**src/rtl/ext_axi_arbiter_n.sv**
```systemverilog
// N-to-1 AXI4 arbiter: one whole transaction (read or write) owns the master port at a time.
// Optional macro ARB_ROUND_ROBIN_EN selects round-robin instead of fixed lowest-index priority.
module ext_axi_arbiter_n #(
    parameter int NUM_MASTERS = 2,
    parameter int ADDR_W      = 32,
    parameter int DATA_W      = 32,
    parameter int ID_W        = 4,
    localparam int IDX_W      = $clog2(NUM_MASTERS),
    localparam int STRB_W     = DATA_W / 8,
    localparam int MID_W      = ID_W + IDX_W
) (
    input  logic                                 clk,
    input  logic                                 rst_n,
    // upstream write address
    input  logic [NUM_MASTERS-1:0][ID_W-1:0]     s_awid,
    input  logic [NUM_MASTERS-1:0][ADDR_W-1:0]   s_awaddr,
    input  logic [NUM_MASTERS-1:0][7:0]          s_awlen,
    input  logic [NUM_MASTERS-1:0][2:0]          s_awsize,
    input  logic [NUM_MASTERS-1:0][1:0]          s_awburst,
    input  logic [NUM_MASTERS-1:0]               s_awvalid,
    output logic [NUM_MASTERS-1:0]               s_awready,
    // upstream write data
    input  logic [NUM_MASTERS-1:0][DATA_W-1:0]   s_wdata,
    input  logic [NUM_MASTERS-1:0][STRB_W-1:0]   s_wstrb,
    input  logic [NUM_MASTERS-1:0]               s_wlast,
    input  logic [NUM_MASTERS-1:0]               s_wvalid,
    output logic [NUM_MASTERS-1:0]               s_wready,
    // upstream write response
    output logic [NUM_MASTERS-1:0][ID_W-1:0]     s_bid,
    output logic [NUM_MASTERS-1:0][1:0]          s_bresp,
    output logic [NUM_MASTERS-1:0]               s_bvalid,
    input  logic [NUM_MASTERS-1:0]               s_bready,
    // upstream read address
    input  logic [NUM_MASTERS-1:0][ID_W-1:0]     s_arid,
    input  logic [NUM_MASTERS-1:0][ADDR_W-1:0]   s_araddr,
    input  logic [NUM_MASTERS-1:0][7:0]          s_arlen,
    input  logic [NUM_MASTERS-1:0][2:0]          s_arsize,
    input  logic [NUM_MASTERS-1:0][1:0]          s_arburst,
    input  logic [NUM_MASTERS-1:0]               s_arvalid,
    output logic [NUM_MASTERS-1:0]               s_arready,
    // upstream read data
    output logic [NUM_MASTERS-1:0][ID_W-1:0]     s_rid,
    output logic [NUM_MASTERS-1:0][DATA_W-1:0]   s_rdata,
    output logic [NUM_MASTERS-1:0][1:0]          s_rresp,
    output logic [NUM_MASTERS-1:0]               s_rlast,
    output logic [NUM_MASTERS-1:0]               s_rvalid,
    input  logic [NUM_MASTERS-1:0]               s_rready,
    // downstream master port
    output logic [MID_W-1:0]                     m_awid,
    output logic [ADDR_W-1:0]                    m_awaddr,
    output logic [7:0]                           m_awlen,
    output logic [2:0]                           m_awsize,
    output logic [1:0]                           m_awburst,
    output logic                                 m_awvalid,
    input  logic                                 m_awready,
    output logic [DATA_W-1:0]                    m_wdata,
    output logic [STRB_W-1:0]                    m_wstrb,
    output logic                                 m_wlast,
    output logic                                 m_wvalid,
    input  logic                                 m_wready,
    input  logic [MID_W-1:0]                     m_bid,
    input  logic [1:0]                           m_bresp,
    input  logic                                 m_bvalid,
    output logic                                 m_bready,
    output logic [MID_W-1:0]                     m_arid,
    output logic [ADDR_W-1:0]                    m_araddr,
    output logic [7:0]                           m_arlen,
    output logic [2:0]                           m_arsize,
    output logic [1:0]                           m_arburst,
    output logic                                 m_arvalid,
    input  logic                                 m_arready,
    input  logic [MID_W-1:0]                     m_rid,
    input  logic [DATA_W-1:0]                    m_rdata,
    input  logic [1:0]                           m_rresp,
    input  logic                                 m_rlast,
    input  logic                                 m_rvalid,
    output logic                                 m_rready,
    output logic [IDX_W-1:0]                     grant_idx,
    output logic                                 busy
);

    typedef enum logic [1:0] {IDLE, RD, WR} state_e;

    state_e             state_q;
    logic [IDX_W-1:0]   grant_q;
    logic               busy_q;
    logic [IDX_W-1:0]   grant_d;
    logic               grant_found;
    logic [NUM_MASTERS-1:0] req;

    // Returned IDs are always steered by grant_q; their index field is informational only.
    logic unused_id_hi;
    assign unused_id_hi = ^{m_rid[MID_W-1:ID_W], m_bid[MID_W-1:ID_W]};

    assign req       = s_arvalid | s_awvalid;
    assign grant_idx = grant_q;
    assign busy      = busy_q;

`ifdef ARB_ROUND_ROBIN_EN
    logic [IDX_W-1:0] ptr_q;

    always_comb begin
        int cand;
        // NOTE: every comb output gets a default first so no path leaves it unassigned (no latch).
        cand        = 0;
        grant_d     = '0;
        grant_found = 1'b0;
        for (int k = 1; k <= NUM_MASTERS; k++) begin
            cand = int'(ptr_q) + k;
            if (cand >= NUM_MASTERS) cand = cand - NUM_MASTERS;
            if (!grant_found && req[cand]) begin
                grant_found = 1'b1;
                grant_d     = IDX_W'(cand);
            end
        end
    end
`else
    always_comb begin
        // NOTE: every comb output gets a default first so no path leaves it unassigned (no latch).
        grant_d     = '0;
        grant_found = 1'b0;
        for (int i = 0; i < NUM_MASTERS; i++) begin
            if (!grant_found && req[i]) begin
                grant_found = 1'b1;
                grant_d     = IDX_W'(i);
            end
        end
    end
`endif

    // NOTE: state uses non-blocking assignments so all registers update from pre-edge values.
    always_ff @(posedge clk) begin
        if (!rst_n) begin
            state_q <= IDLE;
            grant_q <= '0;
            busy_q  <= 1'b0;
`ifdef ARB_ROUND_ROBIN_EN
            ptr_q   <= IDX_W'(NUM_MASTERS - 1);
`endif
        end else begin
            case (state_q)
                IDLE: if (grant_found) begin
                    grant_q <= grant_d;
                    busy_q  <= 1'b1;
                    state_q <= s_arvalid[grant_d] ? RD : WR;
`ifdef ARB_ROUND_ROBIN_EN
                    ptr_q   <= grant_d;
`endif
                end
                RD: if (m_rvalid && m_rready && m_rlast) begin
                    state_q <= IDLE;
                    busy_q  <= 1'b0;
                end
                WR: if (m_bvalid && m_bready) begin
                    state_q <= IDLE;
                    busy_q  <= 1'b0;
                end
                default: begin
                    state_q <= IDLE;
                    busy_q  <= 1'b0;
                end
            endcase
        end
    end

    // Channel steering: only the owning master's channels of the active direction are connected.
    always_comb begin
        m_awid    = '0;
        m_awaddr  = '0;
        m_awlen   = '0;
        m_awsize  = '0;
        m_awburst = '0;
        m_awvalid = 1'b0;
        m_wdata   = '0;
        m_wstrb   = '0;
        m_wlast   = 1'b0;
        m_wvalid  = 1'b0;
        m_bready  = 1'b0;
        m_arid    = '0;
        m_araddr  = '0;
        m_arlen   = '0;
        m_arsize  = '0;
        m_arburst = '0;
        m_arvalid = 1'b0;
        m_rready  = 1'b0;
        s_awready = '0;
        s_wready  = '0;
        s_bid     = '0;
        s_bresp   = '0;
        s_bvalid  = '0;
        s_arready = '0;
        s_rid     = '0;
        s_rdata   = '0;
        s_rresp   = '0;
        s_rlast   = '0;
        s_rvalid  = '0;
        case (state_q)
            RD: begin
                m_arid             = {grant_q, s_arid[grant_q]};
                m_araddr           = s_araddr[grant_q];
                m_arlen            = s_arlen[grant_q];
                m_arsize           = s_arsize[grant_q];
                m_arburst          = s_arburst[grant_q];
                m_arvalid          = s_arvalid[grant_q];
                s_arready[grant_q] = m_arready;
                m_rready           = s_rready[grant_q];
                s_rid[grant_q]     = m_rid[ID_W-1:0];
                s_rdata[grant_q]   = m_rdata;
                s_rresp[grant_q]   = m_rresp;
                s_rlast[grant_q]   = m_rlast;
                s_rvalid[grant_q]  = m_rvalid;
            end
            WR: begin
                m_awid             = {grant_q, s_awid[grant_q]};
                m_awaddr           = s_awaddr[grant_q];
                m_awlen            = s_awlen[grant_q];
                m_awsize           = s_awsize[grant_q];
                m_awburst          = s_awburst[grant_q];
                m_awvalid          = s_awvalid[grant_q];
                s_awready[grant_q] = m_awready;
                m_wdata            = s_wdata[grant_q];
                m_wstrb            = s_wstrb[grant_q];
                m_wlast            = s_wlast[grant_q];
                m_wvalid           = s_wvalid[grant_q];
                s_wready[grant_q]  = m_wready;
                m_bready           = s_bready[grant_q];
                s_bid[grant_q]     = m_bid[ID_W-1:0];
                s_bresp[grant_q]   = m_bresp;
                s_bvalid[grant_q]  = m_bvalid;
            end
            default: ;
        endcase
    end

endmodule

```
**config.mk**
```make
export PLATFORM = sky130hd
export DESIGN_NAME = ext_axi_arbiter_n
export DESIGN_NICKNAME = d
export VERILOG_FILES = /design/src/rtl/ext_axi_arbiter_n.sv
export SDC_FILE = /design/constraint.sdc
export NUM_CORES = 1
export LEC_CHECK = 0
export CAP_MARGIN = 40
export CORE_AREA = 2 2 224 226
export DETAILED_ROUTE_END_ITERATION = 12
export DIE_AREA = 0 0 226 228
export GPL_TIMING_DRIVEN = 0
export HOLD_SLACK_MARGIN = 0.08
export PLACE_DENSITY = 0.31
export SLEW_MARGIN = 20
export SYNTH_ARGS = -nofsm -noshare
export SYNTH_HDL_FRONTEND = slang
export SYNTH_SLANG_ARGS = --single-unit
```
**constraint.sdc**
```tcl
create_clock -name clk -period 2.5 [get_ports clk]
set_input_delay 0.5 -clock clk [delete_from_list [all_inputs] [get_ports clk]]
set_output_delay 0.5 -clock clk [all_outputs]
set_load 0.03 [all_outputs]
```
==> results.sh <==
export IMPL_status="finished clean"
export IMPL_synth_simple_area_share_pct=34.75
export IMPL_crit_type="register to output pin"
export IMPL_grt_ovfl_total=0
export IMPL_num_rows=82
export IMPL_reg2regPathDepth=4
export IMPL_grt_use_met2_pct=21.65
export IMPL_tightest_slew_ps=449.6
export IMPL_leakage_nw=4.117
export IMPL_chipHeight_um=228
export IMPL_fin_crit_ps=2394
export IMPL_fin_util_pct=18.18
export IMPL_pin_count=578
export IMPL_gp_congestion=0.8084
export IMPL_synthCells=371
export IMPL_synth_top_family_by_area="simple AND/OR/NAND/NOR gates"
export IMPL_antenna_found_initial=5
export IMPL_clock_sinks=4
export IMPL_synthToLayoutAreaGrowth_pct=238.6
export IMPL_synth_area_leaders="a22o_1, mux2i_1, and2_1, and3_1, nor2_1"
export IMPL_hold_depth=1
export IMPL_critPathLaunchType="register"
export IMPL_clockBufferDepth=2
export IMPL_ys_warn_count=0
export IMPL_wire_per_inst_um=18.63
export IMPL_hpwl_mm=26.55
export IMPL_ant_nets=0
export IMPL_hold_path_class="register to register"
export IMPL_critPathLaunch="grant_idx$_SDFFE_PN0P_"
export IMPL_first_global_vias=5526
export IMPL_syn_area_mm2=0.002650
export IMPL_total_power_mw=2.133
export IMPL_end_kind="output pin"
export IMPL_vias_per_cell=3.206
export IMPL_reg2reg_from="grant_idx$_SDFFE_PN0P_"
export IMPL_drt_iter0_drc=84
export IMPL_power_density_mw_per_mm2=237.7
export IMPL_skew_ps=1.232
export IMPL_die_area_mm2=0.05153
export IMPL_place_inst=1618
export IMPL_cts_root_buf="clkbuf_16"
export IMPL_required_ps=2000
export IMPL_synth_yosys_seq_area_share_pct=3.022
export IMPL_syn_avg_cell_area_um2=7.143
export IMPL_cts_tree="done"
export IMPL_slew_headroom_pct=69.93
export IMPL_dieWidth_um=226
export IMPL_clk_latency_ps=230
export IMPL_drv_cap=0
export IMPL_setup_viol=0
export IMPL_nets=1285
export IMPL_holdBufCountCts=0
export IMPL_finalHoldViolCount=0
export IMPL_grt_pass1_wl_mm=40.61
export IMPL_synthMuxAreaShare_pct=19.64
export IMPL_nFillCells=5646
export IMPL_crit_fanout=10
export IMPL_synth_seq_cells=4
export IMPL_remaining_drc_errors=0
export IMPL_worstHoldEndpoint="state_q[1]$_SDFFE_PN0P_"
export IMPL_cts_setup_buffers=0
export IMPL_yosys_area_share_xor_xnor_pct=0
export IMPL_yosys_area_top_type_share_pct=29.08
export IMPL_met1_usage_pct=11.53
export IMPL_reg2reg_slack_ps=1060
export IMPL_first_pass_iters=4
export IMPL_cts_htree_levels=1
export IMPL_worstHoldStart="state_q[0]$_SDFFE_PN0P_"
export IMPL_cp_arrival_ps=1890
export IMPL_hold_ws_ps=500.8
export IMPL_rr_endpoint="state_q[0]$_SDFFE_PN0P_"
export IMPL_irDropWorstVdd_uv=115.4
export IMPL_drive_above_1_share_pct=20.23
export IMPL_core_mm2=0.04935
export IMPL_synthAdderAreaFrac_pct=0
export IMPL_gr_max_usage_layer="met2"
export IMPL_cts_buffers=3
export IMPL_num_vias=5203
export IMPL_grt_max_degree=11
export IMPL_synth_nets=705
export IMPL_numPortBuffers=575
export IMPL_rsz0062_at_grt="yes"
export IMPL_slew_violations=0
export IMPL_grtUsageMet3_pct=3.478
export IMPL_synth_area_leader_cell="a22o_1"
export IMPL_timing_fmax_mhz=417.7
export IMPL_grt_util_all_layers_pct=10.99
export IMPL_stdcell_count=1623
export IMPL_clkTransAtPathRegs_ps=30
export IMPL_initial_core_util_pct=5.370
export IMPL_synth_compound_area_share_pct=31.87
export IMPL_min_period_over_period_pct=95.76
export IMPL_synth_cell_type_count=29
export IMPL_routed_wl_mm=30.23
layer usage:
metal	routed length (µm)	share of wire [%]	vias to the layer above
met5	50	0.17	-
met4	204	0.67	8
met3	2745	9.1	17
met2	16130	53	295
met1	11100	37	2350
li1	-	-	2533
worst max-delay path: stages (launching register included):
cell and delay (ps):
dfxtp_2 360, buf_12 170, and3_4 190, buf_6 150
buf_6 180, buf_6 170, a22o_1 140, clkdlybuf4s18_2 290
state kept, by name, indices dropped and copies added, names as in the netlist:
name	flops
grant_idx	1
state_q	2
busy	1
worst max-delay path by stage:
stage | slack, ps | endpoint | depth (start not counted)
floorplan | 360 | s_bvalid[0] | 4
global placement | -540 | s_bid[1] | 5
finish | 110 | m_awaddr[30] | 7
detailed placement | -540 | s_rdata[7] | 6
CTS | -30 | s_rdata[7] | 6
global route | -4 | m_awaddr[30] | 7
placed cells by master (no fill, tap or decap), types with 3 or more instances in the layout:
cell             synthesis  layout
dlygate4sd2_1            0      93
clkdlybuf4s15_1          0       7
and2_1                  59      59
clkbuf_4                 0       7
and3_1                  41      41
clkdlybuf4s50_1          0     335
buf_4                    4       7
dfxtp_2                  0       3
nor2_1                  56      55
clkbuf_16                0       3
clkdlybuf4s15_2          0      47
buf_6                    8      12
a22o_1                  88      88
o21ai_0                  3       3
buf_2                   20      19
mux2i_1                 52      51
clkbuf_2                 0      84
dlymetal6s2s_1           0       7
nor2_4                   1       3
synth_stat cells (all sizes together):
library cell,count
and3,42
nand3b,1
o211a,1
o211ai,2
nand2b,2
o21ai,3
inv,3
a22o,88
mux2i,52
nand2,1
a211oi,1
nor2,58
o21a,1
clkbuf,14
nor3,2
a2111oi,1
or4,1
o2111ai,1
nor2b,2
and2,59
buf,32
dfxtp,4
cells by family after synthesis:
kind of cell | count (synthesis)
multiplexers | 52
flip-flops | 4
AND/OR/NAND/NOR | 168
buffers and inverters | 49
AO/OA/AOI/OAI | 98
final cells by class:
type / instances / area [µm²] / area share (%)
diodes: 2 / 5.005 / 0.05577
plain buffers: 46 / 365.4 / 4.071
multi-input cells: 318 / 2302 / 25.66
well taps: 672 / 840.8 / 9.370
clock buffers: 3 / 75.07 / 0.8366
inverters: 3 / 11.26 / 0.1255
flip-flops and latches: 4 / 83.83 / 0.9342
repair buffers: 575 / 5290 / 58.95
repair_timing:
item,CTS,global route
endpoints found under the setup margin,241,132
gates resized for setup,425,159
cloned,0,0
power by group:
part / switching [mW] / internal [mW] / leakage, nW
Sequential: 0.0132 / 0.0732 / 0.0342
Combinational: 0.918 / 0.876 / 4.05
Clock: 0.0484 / 0.205 / 0.0370
Total: 0.979 / 1.15 / 4.12
stage by stage:
step	setup TNS [ps]	setup WS [ps]	instance area, µm²
floorplan	0	358.6	2650
global placement	-58480	-542.9	9246
detailed placement	-57190	-536.4	9246
CTS	-63.07	-34.43	9311
global route	-8.215	-4.131	8971
finish	0	106.1	8974
(Power assumes the default switching activity.)
